==> src/rtl/mac_pkg.sv <==
// Shared definitions for the MAC datapath: operand geometry and the
// operand-loader frame assembly states.
package mac_pkg;

    localparam int WORD_W = 32;
    localparam int OP_W   = 256;

    typedef enum logic [1:0] {
        S_A    = 2'd0,
        S_B    = 2'd1,
        S_FULL = 2'd2
    } ld_state_t;

endpackage

==> src/rtl/mac_operand_loader_word_deser.sv <==
// Word-indexed deserializer: writes one input word into an operand-wide
// register at the given word slot, with a synchronous clear.
module word_deser #(
    parameter int WORD_W = mac_pkg::WORD_W,
    parameter int WORDS  = 8,
    parameter int IDX_W  = $clog2(WORDS)
) (
    input  logic                      clk,
    input  logic                      rst_n,
    input  logic                      clr,
    input  logic                      wr_en,
    input  logic [IDX_W-1:0]          idx,
    input  logic [WORD_W-1:0]         word,
    output logic [WORDS*WORD_W-1:0]   data
);

    // Operand register: cleared on reset or frame drop, else one word slot per write.
    always_ff @(posedge clk) begin
        if (!rst_n) begin
            data <= '0;
        end else if (clr) begin
            data <= '0;
        end else if (wr_en) begin
            data[idx*WORD_W +: WORD_W] <= word;
        end else begin
            data <= data;
        end
    end

endmodule

==> src/rtl/mac_operand_loader.sv <==
// Assembles A/B operand pairs from a word stream and holds one complete pair
// stable for the MAC while the next pair is being loaded.
module mac_operand_loader #(
    parameter int WORD_W = mac_pkg::WORD_W,
    parameter int OP_W   = mac_pkg::OP_W
) (
    input  logic              clk,
    input  logic              rst_n,
    input  logic [WORD_W-1:0] in_data,
    input  logic              in_valid,
    input  logic              in_last,
    output logic              in_ready,
    output logic [OP_W-1:0]   op_A,
    output logic [OP_W-1:0]   op_B,
    output logic              op_valid,
    input  logic              op_take,
    output logic              frame_err
);

    import mac_pkg::*;

    localparam int WORDS = OP_W / WORD_W;
    localparam int IDX_W = $clog2(WORDS);
    localparam logic [IDX_W-1:0] LAST_IDX = IDX_W'(WORDS - 1);

    ld_state_t        state_r;
    logic [IDX_W-1:0] idx_r;
    logic             accept_s;
    logic             final_word_s;
    logic             err_s;
    logic             wr_a_s;
    logic             wr_b_s;
    logic             xfer_s;
    logic [OP_W-1:0]  buf_a_s;
    logic [OP_W-1:0]  buf_b_s;

    assign in_ready = (state_r != S_FULL);

    // Word steering and frame checks: in_last must coincide exactly with the final B word.
    always_comb begin
        accept_s     = in_valid && in_ready;
        final_word_s = (state_r == S_B) && (idx_r == LAST_IDX);
        wr_a_s       = 1'b0;
        wr_b_s       = 1'b0;
        err_s        = 1'b0;
        if (accept_s) begin
            if (in_last != final_word_s) begin
                err_s = 1'b1;
            end else if (state_r == S_A) begin
                wr_a_s = 1'b1;
            end else begin
                wr_b_s = 1'b1;
            end
        end else begin
            err_s = 1'b0;
        end
        xfer_s = (state_r == S_FULL) && (!op_valid || op_take);
    end

    word_deser #(.WORD_W(WORD_W), .WORDS(WORDS), .IDX_W(IDX_W)) u_deser_a (
        .clk   (clk),
        .rst_n (rst_n),
        .clr   (err_s),
        .wr_en (wr_a_s),
        .idx   (idx_r),
        .word  (in_data),
        .data  (buf_a_s)
    );

    word_deser #(.WORD_W(WORD_W), .WORDS(WORDS), .IDX_W(IDX_W)) u_deser_b (
        .clk   (clk),
        .rst_n (rst_n),
        .clr   (err_s),
        .wr_en (wr_b_s),
        .idx   (idx_r),
        .word  (in_data),
        .data  (buf_b_s)
    );

    // Frame FSM plus output slot; a transfer may coincide with a take, keeping op_valid high.
    always_ff @(posedge clk) begin
        if (!rst_n) begin
            state_r   <= S_A;
            idx_r     <= '0;
            op_A      <= '0;
            op_B      <= '0;
            op_valid  <= 1'b0;
            frame_err <= 1'b0;
        end else begin
            frame_err <= err_s;

            if (xfer_s) begin
                op_A     <= buf_a_s;
                op_B     <= buf_b_s;
                op_valid <= 1'b1;
            end else if (op_take) begin
                op_valid <= 1'b0;
            end else begin
                op_valid <= op_valid;
            end

            if (err_s || xfer_s) begin
                state_r <= S_A;
                idx_r   <= '0;
            end else if (accept_s) begin
                case (state_r)
                    S_A: begin
                        if (idx_r == LAST_IDX) begin
                            state_r <= S_B;
                            idx_r   <= '0;
                        end else begin
                            idx_r <= idx_r + IDX_W'(1);
                        end
                    end
                    S_B: begin
                        if (idx_r == LAST_IDX) begin
                            state_r <= S_FULL;
                            idx_r   <= '0;
                        end else begin
                            idx_r <= idx_r + IDX_W'(1);
                        end
                    end
                    default: begin
                        state_r <= S_A;
                        idx_r   <= '0;
                    end
                endcase
            end else begin
                state_r <= state_r;
                idx_r   <= idx_r;
            end
        end
    end

endmodule

==> config.mk <==
export PLATFORM = sky130hd
export DESIGN_NAME = mac_operand_loader
export DESIGN_NICKNAME = d
export VERILOG_FILES = /design/src/rtl/mac_pkg.sv /design/src/rtl/mac_operand_loader_word_deser.sv /design/src/rtl/mac_operand_loader.sv
export SDC_FILE = /design/constraint.sdc
export NUM_CORES = 2
export LEC_CHECK = 0
export CELL_PAD_IN_SITES_DETAIL_PLACEMENT = 1
export CELL_PAD_IN_SITES_GLOBAL_PLACEMENT = 1
export CORE_MARGIN = 1.5
export CORE_UTILIZATION = 40
export DETAILED_ROUTE_END_ITERATION = 8
export PLACE_DENSITY = 0.75
export SLEW_MARGIN = 0
export SYNTH_ARGS = -nofsm -noshare
export SYNTH_HDL_FRONTEND = slang
export SYNTH_SLANG_ARGS = --single-unit
==> constraint.sdc <==
create_clock -name clk -period 3.4 [get_ports clk]
set_clock_uncertainty 0.2 [all_clocks]
set_input_delay 0.68 -clock clk [delete_from_list [all_inputs] [get_ports clk]]
set_output_delay 0.68 -clock clk [all_outputs]
set_load 0.005 [all_outputs]
## After elaboration in Yosys (flattened, before gate mapping)

Cells that the tools add are included.
W data, S select, Z words.

- Order comparisons: 0
- Multiplexer cells: 17
- Eq/ne operators: 7
- Divide/modulo/power cells: 0
- Multipliers: 0
- Add/sub/neg operators: 2
- Shift operators: 2
- Reductions and logical operators: 12
- Bitwise gates (word level): 1

Operators by type and width:

| cell | number |
|---|---|
| $bwmux W256 | 2 |
| $shift A32 B34 Y256 const A | 1 |
| $shiftx A32 B34 Y256 | 1 |
| $neg A8 Y34 | 1 |
| $mux W1 | 10 |
| $mux W3 | 2 |
| $reduce_or A2 Y1 | 3 |
| $mux W2 | 2 |
| $ne A2 B1 Y1 const B | 2 |
| $pmux W2 S2 | 1 |
| $add A3 B1 Y3 const B | 1 |
| $eq A3 B3 Y1 const B | 1 |
| $logic_and A1 B1 Y1 | 3 |
| $reduce_and A3 Y1 | 1 |
| $eq A2 B1 Y1 const B | 1 |
| $eq A2 B2 Y1 const B | 1 |
| $logic_not A2 Y1 | 1 |
| $logic_or A1 B1 Y1 | 2 |
| $ne A2 B2 Y1 const B | 1 |
| $reduce_bool A2 Y1 | 1 |
| $logic_not A1 Y1 | 1 |
| $ne A1 B1 Y1 | 1 |
| $not A1 Y1 | 1 |

- Bits in writable memories: 0
- Input bits: 37
- Bits in read-only memories: 0
- Word-level logic and storage cells: 49
- Register bits: 1031
- Bits in latches: 0
- Memories kept: 0
- Output and inout port bits: 515

## Logic depth before layout (Yosys ltp)

- Word-level depth: 7
- Depth in mapped cells: 11
- Mapped depth without buffers: 7

## Hierarchy

Synthesis repeated with hierarchy kept, for this count alone.

- Cells, all modules: 4613
- Area, all modules: 40920.5 sq um

By module, submodules not included:

| module | cells each | sequential area each (sq um) | area an instance (sq um) | times used |
|---|---|---|---|---|
| mac_operand_loader | 2384 | 10390.0 | 21013.9 | 1 |
| word_deser (u_deser_a) | 1054 | 5124.9 | 10110.9 | 1 |
| word_deser (u_deser_b) | 1175 | 5124.9 | 9795.6 | 1 |

## Worst setup path after synthesis

No wires, ideal clock.

- Kind: reg2reg
- Start: register idx_r[0]
- End: register u_deser_b.data[155]
- Clock period less this slack: 2690 ps
- Buffers on the path: 3
- Stages on the path, launching flop included: 11
- Setup slack: 710 ps
- Setup time: 70 ps
- Arrival: 2420 ps
- Data required time: 3130 ps
- Path through: dfxtp_1 > clkbuf_2 > inv_1 > ha_1 > ha_1 > clkbuf_2 > and2b_1 > nand3_1 > clkbuf_1 > or4_1 > a21oi_1

- Word-level cells in the longest chain between the ends: 6
- Elaborated cells on any way between the ends: 12
- Classes of those cells: 1 x add/sub; 2 x eq/ne; 2 x shift; 5 x mux; 2 x reduce/logical

RTL lines:

| element | RTL line | text |
|---|---|---|
| start: declaration | mac_operand_loader.sv:27 | `logic [IDX_W-1:0] idx_r;` |
| start signal: assignment | mac_operand_loader.sv:112 | `idx_r <= idx_r + IDX_W'(1);` |
| start signal: assignment | mac_operand_loader.sv:120 | `idx_r <= idx_r + IDX_W'(1);` |
| start signal: assignment | mac_operand_loader.sv:130 | `idx_r <= idx_r;` |
| branches (longest 6 deep; another with $neg A8 Y34) | n/a |  |
| end signal: indexed assignment | mac_operand_loader_word_deser.sv:24 | `data[idx*WORD_W +: WORD_W] <= word;` |
| end signal: assignment | mac_operand_loader_word_deser.sv:26 | `data <= data;` |
| end: declaration | mac_operand_loader_word_deser.sv:14 | `output logic [WORDS*WORD_W-1:0] data` |

Several ways; the timed one is not identified.
A chain may end at the register's enable or synchronous reset.

## Worst setup path in the final report

- Start: register state_r[0]
- End: output port in_ready

- Word-level cells in the longest chain between the ends: 1

RTL lines:

| element | RTL line | text |
|---|---|---|
| start: declaration | mac_operand_loader.sv:26 | `ld_state_t state_r;` |
| start signal: assignment | mac_operand_loader.sv:129 | `state_r <= state_r;` |
| $ne A2 B2 Y1 | mac_operand_loader.sv:37 | `assign in_ready = (state_r != S_FULL);` |
| end: declaration | mac_operand_loader.sv:12 | `output logic in_ready,` |

Every way passes these cells.

==> results.tsv <==
stage	metric	value	unit
placed_design	Placer Congestion	0.823	
worst_setup_path	RR Endpoint	u_deser_b.data[4]	
worst_setup_path	R2R Path Start	idx_r[0]	
sta	worst setup slack after layout	0.143	ns
yosys	share of the synthesized area in the top cell type	54.6	%
route	ANT nets after route	0	
clock_network	worst skew pair latency	0.70	ns
yosys	Net Count, Synth	4808	
worst_setup_path	critical path type	register to primary output	
floorplanning	core area	93500	um^2
yosys	area leader, netlist	dfxtp_1	
clock_network	post-cts resize count	0	
sta	FMAX	0.307	GHz
route	initial DRC count	2934	
floorplanning	die width	310	um
clock_network	root buf cell	clkbuf_16	
global_route	global route overflow	0	
yosys	Syn. warnings	0	
worst_setup_path	worst path required time	2.52	ns
floorplanning	Ports	552	
yosys	Syn Area/Cell	7.93	um^2
cells_and_area	leading cell types in the layout, fill and taps excluded	nand2_1 (1448), dfxtp_1 (1031), a21oi_1 (1030)	
clock_network	CTS Sinks	1031	
cells_and_area	P&R area growth vs syn	27.6	%
route	DR pass1 iterations	6	
placed_design	pre-CTS setup slack	0.286	ns
pwr	PwrDens	529	nW/um^2
yosys	number of synthesized register bits	1031	
min_path	origin of the worst min-delay path	u_deser_b.data[170]	
sta	worst slew pin tran	0.944	ns
yosys	Mapped Cells	4764	
sta	relative slew slack	37.1	%
worst_setup_path	Startpoint Class	register	
clock_network	total CTS buffers	109	
job	Max Cap Viol	0	
clock_network	H-tree Lvls	3	
route	Via-to-Cell Ratio	5.63	
sta	final count of hold timing violations	0	
cells_and_area	Final nets	5130	
pwr	Pleak	15.3	nW
yosys	sequential-to-total area share from yosys stat	54.6	%
sta	number of setup violations in the final report	0	
min_path	worst hold endpoint	op_B[170]	
clock_network	post-CTS setup buffers	0	
placed_design	DP Wirelength	97.9	mm
yosys	Yosys cell types	40	
route	vias post-DR	36206	
route	wire per inst	23.6	um
clock_network	deepest clock path buffer count	3	
worst_setup_path	CP endpoint kind	primary output	
status	outcome	finished, final reports clean	
worst_setup_path	CP max FO	11	
floorplanning	Die Height	310	um
min_path	worst hold-check path type	register to register	
global_route	vias in the first global route	35873	
worst_setup_path	CP arrival	2.38	ns
cells_and_area	layout cells sized above 1	6.82	%
sta	unrepaired setup endpoints after global routing	no	
floorplanning	Starting Density	40.4	%
cells_and_area	most common cell after layout, fill and taps aside	nand2_1	
pwr	Max rail drop VDD	0.420	mV
global_route	first-pass GRT wire length	223	mm
clock_network	Clock transition at path regs	0.06	ns
floorplanning	die area	96300	um^2
worst_setup_path	cell depth of the worst flop-to-flop path	7	
sta	fin crit period	3.26	ns
clock_network	Hold Buf Count CTS	0	
sta	Setup TNS	0	ns
clock_network	CTS tree	done	
yosys	ranking of synthesized cells by area	dfxtp_1 (55%), nand2_1 (14%), a21oi_1 (14%)	
route	DRT Wirelength	152	mm
worst_setup_path	Worst R2R Setup Slack	0.32	ns
route	Residual DRC	0	
sta	period utilization	95.8	%
global_route	largest net degree at the start of global routing	161	
min_path	hold-critical path depth	2	
yosys	post-synthesis cell area	37800	um^2
sta	Slew Limit Fails	0	
global_route	initial antenna violation count	9	
placed_design	Port-buffer cells	551	
global_route	total track usage	30.5	%
floorplanning	row count	112	
per-layer routing:
layer	wire [um]	GRT usage, %
met5	27	0
met4	5970	12.7
met3	10400	4.53
met2	72700	50.6
met1	62900	39.5
sequential cells by signal (all words and copies together), names as in the netlist:
register and count:
op_A 256, frame_err 1, state_r 2, op_B 256
idx_r 3, op_valid 1, u_deser_a.data 256, u_deser_b.data 256
cell families (layout without fill, tap and decap cells):
group | Yosys count | after routing | share of synthesized area (%)
buffers and inverters | 487 | 899 | 5.61
AO/OA/AOI/OAI | 1291 | 1291 | 17.6
XOR/XNOR | 2 | 2 | 0.0861
other | 0 | 5 | 0
adder cells (fa/ha/maj) | 7 | 7 | 0.232
flip-flops | 1031 | 1031 | 54.6
AND/OR/NAND/NOR | 1946 | 1946 | 21.9
cells in the mapped netlist:
cell type,number
and2_1,1
nor3_2,3
nand3b_1,1
and4_1,1
buf_6,13
clkbuf_1,306
a221o_1,1
nand3_1,264
dfxtp_1,1031
nor2_1,7
and2b_1,1
or4_1,32
nand2_1,1450
nor4b_4,1
nand4_1,95
inv_2,1
ha_1,7
nor4_1,1
o31ai_1,64
nor2b_1,4
and3_1,57
a21oi_1,1030
buf_1,13
a22oi_1,1
or3_1,7
nand2b_1,5
nor3_1,11
buf_2,141
or2_1,1
a2bb2oi_1,1
nor3b_1,1
clkbuf_2,4
o21ai_0,193
a211oi_1,1
nand2b_4,1
or4b_4,1
nand4b_1,1
buf_4,3
inv_1,6
xnor2_2,2
per-stage QoR:
stage | hold slack [ns] | power, mW | instances | area, um^2 | util (%)
2_1_floorplan | 0.228 | 12.9 | 4764 | 37800 | -
3_3_place_gp | 0.236 | 13.3 | 6229 | 44500 | 47.6
3_5_place_dp | 0.242 | 13.3 | 6229 | 44500 | 47.6
4_1_cts | 0.221 | 25.6 | 6430 | 48200 | 51.6
5_1_grt | 0.257 | 26.2 | 6432 | 48200 | 51.6
6_report | 0.246 | 25.5 | 6435 | 48200 | 51.6
how the worst max path moves through the flow:
stage | slack, ns | from | endpoint | depth (start not counted)
global placement | 0.38 | in_valid | u_deser_b.data[7] | 7
CTS | 0.12 | state_r[0] | in_ready | 2
detailed placement | 0.29 | in_valid | u_deser_a.data[155] | 7
finish | 0.14 | state_r[0] | in_ready | 2
global route | 0.06 | idx_r[0] | u_deser_b.data[0] | 7
floorplan | 0.71 | idx_r[0] | u_deser_b.data[155] | 10
layout make-up:
type / count / area, um^2
fill: 11131 / 45300
multi-input combinational: 3246 / 15200
inverter: 7 / 33.8
clock buffer: 171 / 3270
timing repair buffer: 691 / 7060
antenna: 5 / 12.5
clock inverter: 30 / 455
tap: 1254 / 1570
sequential: 1031 / 20600
worst max-delay path, stage by stage (launching register included):
cell	delay, ns
dfxtp_1	0.66
nand2b_1	0.44
clkdlybuf4s50_1	0.58
power breakdown:
group / leakage [nW] / total, mW / internal [mW] / switching [mW]
logic: 5.15 / 0.999 / 0.191 / 0.808
registers: 8.30 / 12.1 / 12.1 / 0.00819
clock network: 1.83 / 12.4 / 7.29 / 5.12
No activity file was read; power rests on OpenSTA's default activity.
